### src/rtl/prog_cntr_unit.sv
// prog_cntr_unit: program counter with trap/mret/jump/increment selection, misalign detect and retired-instruction counter
module prog_cntr_unit #(
  parameter int WIDTH = 32,
  parameter logic [WIDTH-1:0] RESET_VECTOR = '0,
  parameter int INC_BYTES = 4,
  parameter int ALIGN_BITS = 2,
  parameter int CNT_W = 64
) (
  input  logic             clk,
  input  logic             rst_n,
  input  logic             trap,
  input  logic [WIDTH-1:0] trap_vec,
  input  logic             mret,
  input  logic             ld,
  input  logic [WIDTH-1:0] data,
  input  logic             inc,
  input  logic             retire,
  output logic [WIDTH-1:0] count,
  output logic [WIDTH-1:0] prev_count,
  output logic [WIDTH-1:0] epc,
  output logic             misalign,
  output logic [WIDTH-1:0] bad_addr,
  output logic [CNT_W-1:0] instret
);
  localparam logic [WIDTH-1:0] AMASK = ~((WIDTH'(1) << ALIGN_BITS) - WIDTH'(1));
  logic             ld_eff;
  logic             bad_ld;
  logic             upd;
  logic [WIDTH-1:0] next_count;
  always_comb begin
    ld_eff     = ld & ~trap & ~mret;
    bad_ld     = ld_eff & |(data & ~AMASK);
    upd        = trap | mret | (ld_eff & ~bad_ld) | (~trap & ~mret & ~ld & inc);
    next_count = trap ? (trap_vec & AMASK) :
                 mret ? epc :
                 ld   ? data :
                        count + WIDTH'(INC_BYTES);
  end
  always_ff @(posedge clk or negedge rst_n) begin
    if (!rst_n) begin
      count      <= RESET_VECTOR;
      prev_count <= RESET_VECTOR;
      epc        <= '0;
      misalign   <= 1'b0;
      bad_addr   <= '0;
      instret    <= '0;
    end else begin
      if (upd) begin
        count      <= next_count;
        prev_count <= count;
      end
      if (trap) epc <= count & AMASK;
      misalign <= bad_ld;
      if (bad_ld) bad_addr <= data;
      if (retire) instret <= instret + CNT_W'(1);
    end
  end
endmodule

### config.mk
export PLATFORM = sky130hd
export DESIGN_NAME = prog_cntr_unit
export DESIGN_NICKNAME = d
export VERILOG_FILES = /design/src/rtl/prog_cntr_unit.sv
export SDC_FILE = /design/constraint.sdc
export NUM_CORES = 1
export LEC_CHECK = 0
export ABC_AREA = 1
export CORE_MARGIN = 1
export CORE_UTILIZATION = 51
export CTS_BUF_LIST = sky130_fd_sc_hd__clkbuf_2
export DETAILED_ROUTE_END_ITERATION = 16
export PLACE_DENSITY = 0.88
export SYNTH_ARGS = -nofsm -noshare
export SYNTH_HDL_FRONTEND = slang
export SYNTH_SLANG_ARGS = --single-unit
### constraint.sdc
create_clock -name clk -period 2.41 [get_ports clk]
set_input_delay 0.241 -clock clk [delete_from_list [all_inputs] [get_ports clk]]
set_output_delay 0.241 -clock clk [all_outputs]
set_load 0.05 [all_outputs]
### Word-level counts from Yosys, hierarchy flattened

Index checks and enable logic that the tools add are counted.

| storage, ports and cells | value |
|---|---|
| memory bits (read-only) | 0 |
| memory bits (writable) | 0 |
| register bits after elaboration | 191 |
| bits of input ports | 71 |
| logic and storage cells | 26 |
| output and inout bits | 193 |
| bits in latches | 0 |
| memories | 0 |

| operators by class | value |
|---|---|
| equality and inequality tests | 0 |
| muxes and demuxes | 3 |
| bitwise logic cells | 14 |
| div/mod/pow operators | 0 |
| $mul | 0 |
| reduce and logical (&&, ||, !) cells | 1 |
| shift operators | 0 |
| add/subtract/negate cells | 2 |
| magnitude comparators | 0 |

Operators with widths:

| operator | number |
|---|---|
| 32-bit two-way mux | 3 |
| 64-bit by 1-bit adder with 64-bit output (second input constant) | 1 |
| 32-bit by 3-bit adder with 32-bit output (second input constant) | 1 |
| 1-bit AND | 7 |
| 1-bit NOT | 4 |
| 1-bit OR | 3 |
| 2-bit OR reduction | 1 |

### Logic depth before layout (Yosys ltp)

Gate-level depths: netlist (run 1).

| logic depth | value |
|---|---|
| word-level depth | 8 |
| mapped depth | 12 |
| mapped depth without buffers | 12 |

### Worst setup path before layout (run 1)

Ideal clock, no wire load.

| timing | value |
|---|---|
| kind | register to register |
| start point | register instret[0] |
| end point | register instret[42] |
| setup time | 0.113 ns |
| buffers on the path | 0 |
| setup slack | 0.302 ns |
| arrival | 1.995 ns |
| required time | 2.297 ns |
| stages on the path, launching flop included | 13 |
| cells stage by stage | dfrtp_1 -> ha_1 -> nand2_1 -> nor2_1 -> nand3_2 -> nor2_4 -> nand2_4 -> nor2_4 -> nand2_2 -> nor2_2 -> nand2_1 -> nand2_1 -> inv_1 |

| between the ends | value |
|---|---|
| longest elaborated chain between the ends | 1 |

RTL lines:

| item | RTL line | source |
|---|---|---|
| start: declaration | 23 | `output logic [CNT_W-1:0] instret` |
| start signal: assignment | 55 | `if (retire) instret <= instret + CNT_W'(1);` |
| 64-bit by 1-bit adder with 64-bit output | 55 |  |

No other way between the ends.
A chain may end at the register's enable or synchronous reset.

### Final worst setup path (run 1)

| timing | value |
|---|---|
| start point | register instret[25] |
| end point | output port instret[25] |

No word-level cell between the ends.

==> results of run 1 <==
-- logic make-up (layout without fill, tap and decap cells) --
group | count (synthesis) | in the layout | synth area share (%)
AO/OA/AOI/OAI | 198 | 198 | 9.946
XOR/XNOR | 54 | 54 | 4.653
other | 1 | 5 | 0.03689
AND/OR/NAND/NOR | 734 | 734 | 30.91
buffers and inverters | 185 | 468 | 7.189
flip-flops | 191 | 191 | 47.02
adder cells (fa/ha/maj) | 2 | 2 | 0.2461
-- placed cells by master, fill, tap and decap left out, types with 3 or more instances in the layout --
cell               n
inv_1            136
xnor2_1           18
nand3_2            4
nand2_4            3
nand3b_1           6
nand2_1          425
nor2_2            10
xor2_1            36
clkinvlp_4         4
buf_12             3
nor3_1            16
inv_6              4
o21ai_0          130
nand3_1           59
dlygate4sd2_1     37
diode_2            3
nor2_1           168
a21oi_1           56
and2_1             3
nor2_4             9
dfrtp_1          191
clkbuf_2          18
dlymetal6s2s_1    49
o21ai_1            5
clkdlybuf4s50_1  171
clkinv_2           3
dlygate4sd3_1     20
nand4_1           22
buf_4             15
-- sequential cells by signal, summed over array words and instances, names as in the netlist --
name        cells
prev_count     32
misalign        1
epc            30
count          32
instret        64
bad_addr       32
-- synthesized netlist by cell type, types with 2 or more instances --
cell type  instances  area share [%]
nand4_4            2            0.42
ha_1               2            0.25
o21ai_0          130             6.4
nand2_2            2            0.12
and2_1             3            0.18
nand2_1          426              16
nor2_4             9             1.0
nand3_2            4            0.39
buf_2             14            0.69
dfrtp_1          191              47
a21oi_1           56             2.8
o2111ai_1          2            0.17
o211ai_1           2            0.15
o21ai_1            5            0.25
nand2_4            2            0.22
nor2_2            10            0.62
nand3b_1           6            0.44
nor3_1            16            0.79
buf_1              3            0.11
nand3_1           59             2.9
xor2_1            36             3.1
nand4_1           22             1.4
inv_1            137             5.1
xnor2_1           18             1.6
nor2_1           168             6.2
clkbuf_1          25            0.92
buf_4              5            0.37
-- worst paths after layout --
check                           cells past startpoint  slack, ns           end    startpoint
min in group asynchronous                           3       0.41        epc[7]         rst_n
worst max-delay path                                1       0.04   instret[25]   instret[25]
worst min-delay path                                3       0.03  bad_addr[28]      data[28]
worst min register to register                      2       0.52  bad_addr[12]  bad_addr[12]
worst max register to register                     11       0.35     count[21]      count[2]
max in group asynchronous                           4       1.38   instret[17]         rst_n
-- per-stage QoR --
stage	area (um2)	std cells	total power [mW]	setup TNS (ns)	util, %
2_1_floorplan	10170	1366	6.022	0	-
3_3_place_gp	13070	1861	7.274	0	66.92
3_5_place_dp	13070	1861	7.344	0	66.92
4_1_cts	13440	1911	8.894	0	68.83
5_1_grt	13600	1917	9.257	-0.02608	69.65
6_report	13600	1917	8.875	0	69.65
-- final cells by class --
cell class | instances | share of cell area, %
Tap cell | 265 | 2.438
Antenna cell | 3 | 0.05520
Inverter | 138 | 3.809
Sequential cell | 191 | 35.14
Clock inverter | 14 | 0.9752
Clock buffer | 18 | 0.6624
Timing Repair Buffer | 298 | 22.56
Multi-Input combinational cell | 990 | 34.36
-- metal layers --
metal | vias up | GRT usage, % | part of all wire, %
li1 | 4875 | - | -
met1 | 4824 | 38.87 | 39
met2 | 560 | 52.86 | 48
met3 | 105 | 5.869 | 8.7
met4 | 0 | 17.09 | 4.5
met5 | - | 0 | 0
-- report_power, final --
| part | internal [mW] | total (mW) | switching (mW) |
|---|---|---|---|
| clock | 0.398 | 1.59 | 1.19 |
| combinational | 1.01 | 3.30 | 2.29 |
| sequential | 3.59 | 3.98 | 0.396 |
| total | 5.00 | 8.87 | 3.88 |
-- timing repair --
item | CTS | global route
resized for setup | 37 | 49
hold buffers | 18 | 3
endpoints found under the hold margin | 208 | 3
endpoints found under the setup margin | 37 | 49
==> summary.txt, run 1 <==
Die
  – Num rows: 51
  – Initial Utilization: 52.06%
  – Core area: 19530 um2
  – Ports: 264
  – DIE AREA: 20500 um2
  – Die Wd: 143.2 um
  – Height of the die: 143.2 um

Finish
  – Layout cell share with drive strength beyond 1: 5.458%
  – Sequential Area: 4780 um2
  – Net total in the final layout: 1709
  – Area delta synth->final: 33.80%
  – Filler cells: 1581
  – Multi-input gate area: 4673 um2

Yosys
  – Cells after Synth: 1365
  – Asr flop ratio synth: 100.0%
  – FF+latch count, synth: 191
  – Synth unique cells: 37
  – Post-Syn Area per Cell: 7.447 um2
  – Seq/Total Area, Yosys: 47.02%
  – Post-synth EDFFs: 0
  – Yosys warning total: 0
  – Most used DFF post-synth: dfrtp_1
  – Synthesized cell area: 10160 um2

Placement
  – Worst Setup Slack post-DPL: 0.2214 ns
  – Detail Placement HPWL: 23510 um
  – Port Buf Inserts: 259
  – Routability cong.: 0.9603

Setup path
  – CP top delay family: buffers and inverters
  – Crit-path slowest cell: clkdlybuf4s50_1
  – Peak fanout along the critical path: 4
  – Setup CP Type: reg2out
  – Worst EP required: 2.17 ns
  – Cell Chain, Critical Path: clkdlybuf4s50_1
  – Critical path buffers and inverters: 1
  – Startpoint types: flop
  – Slowest stage delay, CP: 0.84 ns
  – CP arrival: 2.13 ns
  – CP Capture Type: output port

STA
  – Final Hold Vio Count: 0
  – Max Clock Freq: 0.4224 GHz
  – Setup Viol. Count Final: 0
  – Worst Slack Setup Final: 0.04240 ns
  – Minimum clock period: 2.368 ns
  – Pins Over Slew Limit: 0
  – Fin crit share: 98.24%
  – Slew @ Worst Pin: 0.6503 ns
  – Worst hold slack: 0.03468 ns
  – Final Skew: 0.03384 ns
  – Slew HR: 56.64%

Power
  – Peak VDD IR: 0.4859 mV
  – Static leakage: 6.910 nW
  – Power per Cell Area: 652.5 nW/um2

GRT
  – Largest net degree at the start of global routing: 100
  – Global route overflow: 0
  – Total track usage: 31.68%
  – First-pass GRT wire length: 49820 um
  – Antenna violations before repair: 3
  – Vias in the first global route: 9961

Detailed routing
  – Per-cell routed wire length: 16.56 um
  – DRT Wirelength: 31750 um
  – DR vias/cell: 5.406
  – DRC violations left: 0
  – Initial DRC Count: 902
  – Remaining antenna violation count: 0
  – DR pass1 iterations: 8
  – Routed vias: 10360

Clock tree
  – CTS root buffer: clkbuf_2
  – Clk Latency, worst-skew pair: 0.80 ns
  – Clk sinks: 191
  – Num CTS Buffers: 17
  – Setup Fix Bufs, Post-CTS: 0
  – CTS H-tree lvls: 4
  – Max Root-Sink Buffers: 2
  – CTS clk-pin slew, worst paths: 0.28 ns
  – CTS tree: done

Worst hold path
  – Worst min path class: in2reg

Flow run
  – Max Cap Viol: 0

Run status
  – Run status: complete, no violations
(Power assumes the default switching activity.)
==> run 2: changes to the inputs <==
--- a/config.mk
+++ b/config.mk
@@ -10,6 +10,7 @@
 export CORE_UTILIZATION = 51
 export CTS_BUF_LIST = sky130_fd_sc_hd__clkbuf_2
 export DETAILED_ROUTE_END_ITERATION = 16
+export HOLD_SLACK_MARGIN = 0.08
 export PLACE_DENSITY = 0.88
 export SYNTH_ARGS = -nofsm -noshare
 export SYNTH_HDL_FRONTEND = slang
==> summary.txt, run 2 (synthesized netlist as in run 1, its figures left out) <==
Clock tree
  – Clk sinks: 191
  – CTS root buffer: clkbuf_2
  – Setup Fix Bufs, Post-CTS: 0
  – CTS tree: done
  – CTS H-tree lvls: 4
  – Max Root-Sink Buffers: 2
  – Clk Latency, worst-skew pair: 0.78 ns
  – Num CTS Buffers: 17
  – CTS clk-pin slew, worst paths: 0.29 ns

Worst hold path
  – Worst min path class: in2reg

Die
  – Initial Utilization: 52.06%
  – Core area: 19530 um2
  – Ports: 264
  – Height of the die: 143.2 um
  – DIE AREA: 20500 um2
  – Num rows: 51
  – Die Wd: 143.2 um

STA
  – Slew HR: 57.05%
  – Final Skew: 0.03238 ns
  – Minimum clock period: 2.356 ns
  – Pins Over Slew Limit: 0
  – Max Clock Freq: 0.4245 GHz
  – Final Hold Vio Count: 0
  – Fin crit share: 97.74%
  – Setup Viol. Count Final: 0
  – Slew @ Worst Pin: 0.6443 ns

GRT
  – M1 GR Usage: 39.61%
  – Total track usage: 32.31%
  – First-pass GRT wire length: 50830 um
  – Vias in the first global route: 10070
  – Global route hottest layer: met2
  – Largest net degree at the start of global routing: 100
  – Antenna violations before repair: 3
  – Grt met3 use: 5.869%
  – Global route overflow: 0
  – Met2 GRT Util: 54.20%

Placement
  – Routability cong.: 0.9603
  – Placed insts: 1861
  – Port Buf Inserts: 259
  – Detail Placement HPWL: 23510 um

Setup path
  – CP arrival: 2.11 ns
  – Startpoint types: flop
  – Worst EP required: 2.17 ns
  – Cell Chain, Critical Path: clkdlybuf4s50_1
  – CP Capture Type: output port
  – Crit-path slowest cell: clkdlybuf4s50_1
  – Critical path buffers and inverters: 1
  – Peak fanout along the critical path: 4
  – CP top delay family: buffers and inverters
  – Slowest stage delay, CP: 0.84 ns
  – Setup CP Type: reg2out

Run status
  – Run status: complete, no violations

Power
  – Clock network power share: 17.8%
  – Internal Power: 5.022 mW
  – Combinational Power Share: 37.5%
  – Power per Cell Area: 643.8 nW/um2
  – P_sw: 3.899 mW
  – Peak VDD IR: 0.4895 mV
  – Net Sw Frac: 43.70%
  – Sequential power share: 44.7%
  – Static leakage: 7.031 nW

Detailed routing
  – Initial DRC Count: 845
  – DRT Wirelength: 32260 um
  – Remaining antenna violation count: 0
  – DRC violations left: 0
  – Routed vias: 10470
  – Per-cell routed wire length: 16.61 um
  – DR pass1 iterations: 6
  – DR vias/cell: 5.390

Finish
  – Largest register FFs: 64
  – Multi-input gate area: 4673 um2
  – Most flops, register: instret
  – Filler cells: 1538
  – Sequential Area: 4780 um2
  – Net total in the final layout: 1734
  – Commonest non-fill, non-tap cell in the layout: nand2_1
  – Area delta synth->final: 36.31%
  – Commonest cells after routing, fill and taps aside: 425 x nand2_1, 191 x dfrtp_1, 169 x clkdlybuf4s50_1
  – Layout cell share with drive strength beyond 1: 5.376%
  – Fin cells: 1942
  – Final core occ: 70.96%

Flow run
  – Max Cap Viol: 0
[run 2: cell types whose count changed in the layout (fill, tap and decap cells not counted)]
cell and change:
dlygate4sd3_1 +25, clkdlybuf4s50_1 -2, dlymetal6s2s_1 +2
[run 2: final timing paths]
| check | startpoint | end | slack (ns) | depth (start not counted) |
|---|---|---|---|---|
| worst max-delay path | instret[25] | instret[25] | 0.05 | 1 |
| worst min-delay path | trap_vec[29] | count[29] | 0.13 | 5 |
| worst max register to register | count[2] | count[21] | 0.35 | 11 |
| worst min register to register | bad_addr[31] | bad_addr[31] | 0.52 | 2 |
| max in group asynchronous | rst_n | instret[17] | 1.50 | 4 |
| min in group asynchronous | rst_n | instret[53] | 0.57 | 4 |
[run 2: layout make-up]
cell class | instances | area share (%)
sequential | 191 | 34.50
clock inverter | 14 | 0.9572
inverter | 138 | 3.738
antenna | 3 | 0.05418
clock buffer | 18 | 0.6502
tap | 265 | 2.393
multi-input combinational | 990 | 33.73
timing repair buffer | 323 | 23.98
[run 2: per-layer routing]
layer | routed length (um) | up-vias
li1 | - | 4913
met5 | 0 | -
met1 | 12500 | 4892
met3 | 2671 | 104
met2 | 15600 | 559
met4 | 1481 | 0
[run 2: per-stage QoR]
step | instance area, um2 | power, mW | worst slack (ns) | TNS [ns] | hold WS [ns]
3_5_place_dp | 13070 | 7.344 | 0.2214 | 0 | 0.2936
5_1_grt | 13860 | 9.302 | -0.02308 | -0.03657 | 0.1112
6_report | 13860 | 8.921 | 0.05445 | 0 | 0.1344
4_1_cts | 13710 | 8.928 | 0.001505 | 0 | 0.08831
3_3_place_gp | 13070 | 7.274 | 0.2854 | 0 | 0.2855
2_1_floorplan | 10170 | 6.022 | 0.3020 | 0 | -0.05459
[run 2: power by group through the flow]
stage          Combinational, mW  Sequential, mW  Clock (mW)
3_3_place_gp                3.26            4.01           0
6_report                    3.34            3.99        1.59
2_1_floorplan              0.713            5.31           0
4_1_cts                     3.34            3.97        1.62
3_5_place_dp                3.32            4.02           0
5_1_grt                     3.52            4.04        1.74
[run 2: repair_timing]
action                                 CTS  global route
hold buffers                            45             1
endpoints found under the hold margin  236             1
gates resized for setup                 37            51
setup endpoints to repair               37            51
cloned                                   0             0
==> run 3: changes to the inputs <==
--- a/config.mk
+++ b/config.mk
@@ -7,11 +7,11 @@
 export LEC_CHECK = 0
 export ABC_AREA = 1
 export CORE_MARGIN = 1
-export CORE_UTILIZATION = 51
-export CTS_BUF_LIST = sky130_fd_sc_hd__clkbuf_2
+export CORE_UTILIZATION = 50
+export CTS_BUF_LIST = sky130_fd_sc_hd__clkbuf_16
 export DETAILED_ROUTE_END_ITERATION = 16
 export HOLD_SLACK_MARGIN = 0.08
-export PLACE_DENSITY = 0.88
+export PLACE_DENSITY = 0.87
 export SYNTH_ARGS = -nofsm -noshare
 export SYNTH_HDL_FRONTEND = slang
 export SYNTH_SLANG_ARGS = --single-unit
==> summary.txt, run 3 (synthesized netlist as in run 1, its figures left out) <==
Run status
  – Run status: complete, no violations

Setup path
  – CP top delay family: simple AND/OR/NAND/NOR gates
  – CP Capture Type: flop
  – Critical path buffers and inverters: 0
  – Peak fanout along the critical path: 7
  – Top cell by count, worst path: nand2_1
  – Setup CP Type: reg2reg
  – Worst EP required: 2.74 ns
  – R2r startpoint: count[2]
  – Reg2Reg Depth: 12
  – RR Endpoint: count[22]
  – Slowest stage delay, CP: 0.42 ns
  – Crit-path slowest cell: dfrtp_1
  – Startpoint types: flop
  – Cell Chain, Critical Path: ha_1 -> nand2_1 -> nor2_1 -> nand2_1 -> nor2_4 -> nand2_1 -> nand2_1 -> nand3_1 -> nand2_1 -> nand2_1 -> nand2_1 -> nand2_1
  – Worst reg-to-reg setup slack: 0.20 ns
  – CP arrival: 2.53 ns

Detailed routing
  – Per-cell routed wire length: 16.54 um
  – Routed vias: 10260
  – Met2 Wirelength: 15110 um
  – Met1 wire length: 12220 um
  – Top sig layer: met4
  – DR pass1 iterations: 6
  – DRT Wirelength: 31310 um
  – Met3 wire len: 2790 um
  – Initial DRC Count: 926
  – DR vias/cell: 5.422
  – Remaining antenna violation count: 0
  – DRC violations left: 0

Finish
  – Fin cells: 1893
  – Commonest non-fill, non-tap cell in the layout: nand2_1
  – Post-route cell area: 13650 um2
  – Layout cell share with drive strength beyond 1: 5.286%
  – Area delta synth->final: 34.24%
  – Commonest cells after routing, fill and taps aside: 425 x nand2_1, 257 x clkdlybuf4s50_1, 191 x dfrtp_1
  – Filler cells: 1575
  – Most flops, register: instret
  – Net total in the final layout: 1687
  – Largest register FFs: 64
  – Final core occ: 69.20%
  – Multi-input gate area: 4668 um2
  – Sequential Area: 4780 um2

Clock tree
  – Clk Latency, worst-skew pair: 0.44 ns
  – Max Root-Sink Buffers: 2
  – CTS root buffer: clkbuf_16
  – Clk sinks: 191
  – CTS H-tree lvls: 4
  – CTS Hold Bufs: 1
  – Setup Fix Bufs, Post-CTS: 0
  – CTS clk-pin slew, worst paths: 0.07 ns
  – CTS tree: done
  – Num CTS Buffers: 17
  – # resized after CTS: 0

Power
  – Clock network power share: 27.3%
  – Static leakage: 6.093 nW
  – P_sw: 3.993 mW
  – Sequential power share: 39.6%
  – Internal Power: 6.071 mW
  – Net Sw Frac: 39.68%
  – Peak VDD IR: 0.5249 mV
  – Power per Cell Area: 737.6 nW/um2
  – Combinational Power Share: 33.1%

Worst hold path
  – Hold EP: bad_addr[0]
  – Hold Path Depth: 6
  – Worst min path class: in2reg
  – Hold_sp: mret

Die
  – Num rows: 51
  – DIE AREA: 20900 um2
  – Height of the die: 144.6 um
  – Ports: 264
  – Core area: 19720 um2
  – Die Wd: 144.6 um
  – Initial Utilization: 51.55%

STA
  – Fin crit share: 91.54%
  – Slew HR: 56.45%
  – Worst Slack Setup Final: 0.2039 ns
  – Pins Over Slew Limit: 0
  – Max Clock Freq: 0.4533 GHz
  – Final Hold Vio Count: 0
  – Final Skew: 0.01164 ns
  – Post-Route Setup TNS: 0 ns
  – Setup Viol. Count Final: 0
  – Slew @ Worst Pin: 0.6525 ns
  – Minimum clock period: 2.206 ns
  – RSZ-0062 raised after global routing: false

Placement
  – Detail Placement HPWL: 23330 um
  – Placed insts: 1859
  – Port Buf Inserts: 259
  – Worst Setup Slack post-DPL: 0.1421 ns
  – Placement Cell Area: 13070 um2
  – Routability cong.: 0.9257

GRT
  – Largest net degree at the start of global routing: 103
  – Global route overflow: 0
  – First-pass GRT wire length: 49400 um
  – Total track usage: 30.84%
  – Antenna violations before repair: 1
  – Vias in the first global route: 9779

Flow run
  – Max Cap Viol: 0
==> run 3: cell types whose count changed in the layout (fill, tap and decap cells not counted), sizes merged, moves of 5 or more <==
cell | previous run | this run
clkinv | 3 | 8
dlymetal6s2s | 51 | 0
dlygate4sd2 | 37 | 0
dlygate4sd3 | 45 | 1
clkdlybuf4s50 | 169 | 257
==> run 3: area by class of cell <==
class	instances	share of cell area, %
clock inverters	15	0.9995
repair buffers	276	20.40
well taps	265	2.430
multi-input cells	990	34.21
flip-flops and latches	191	35.03
diodes	1	0.01834
clock buffers	17	3.118
inverters	138	3.796
==> run 3: stage by stage <==
stage          hold slack [ns]  power [mW]
5_1_grt                 0.3687       10.42
2_1_floorplan         -0.05459       6.022
3_3_place_gp            0.2551       7.277
3_5_place_dp            0.2590       7.345
6_report                0.3152       10.06
4_1_cts                 0.2961       10.07
==> run 3: worst min-delay path: cells and delay by family <==
family	cells	cell delay, ns
and+or+nand+nor	4	0.26
buffers and inverters	2	0.21
==> run 3: power groups by stage <==
stage,registers (mW),logic [mW],clock network (mW)
after global routing,4.03,3.52,2.87
final,3.98,3.33,2.75
after detailed placement,4.02,3.32,0
after floorplan,5.31,0.713,0
after CTS,3.97,3.34,2.75
after global placement,4.01,3.26,0
==> run 3: routing by layer <==
metal	track usage [%]	vias to the layer above
met5	0	-
met4	14.63	0
met3	5.993	92
met2	51.24	560
met1	38.58	4797
li1	-	4815
==> run 3: worst max-delay path by stage <==
stage / from / endpoint / depth (start not counted)
2_1_floorplan: instret[0] / instret[42] / 12
3_3_place_gp: ld / count[11] / 8
3_5_place_dp: ld / count[9] / 9
4_1_cts: count[3] / count[22] / 12
5_1_grt: count[3] / count[22] / 12
6_report: count[2] / count[22] / 12
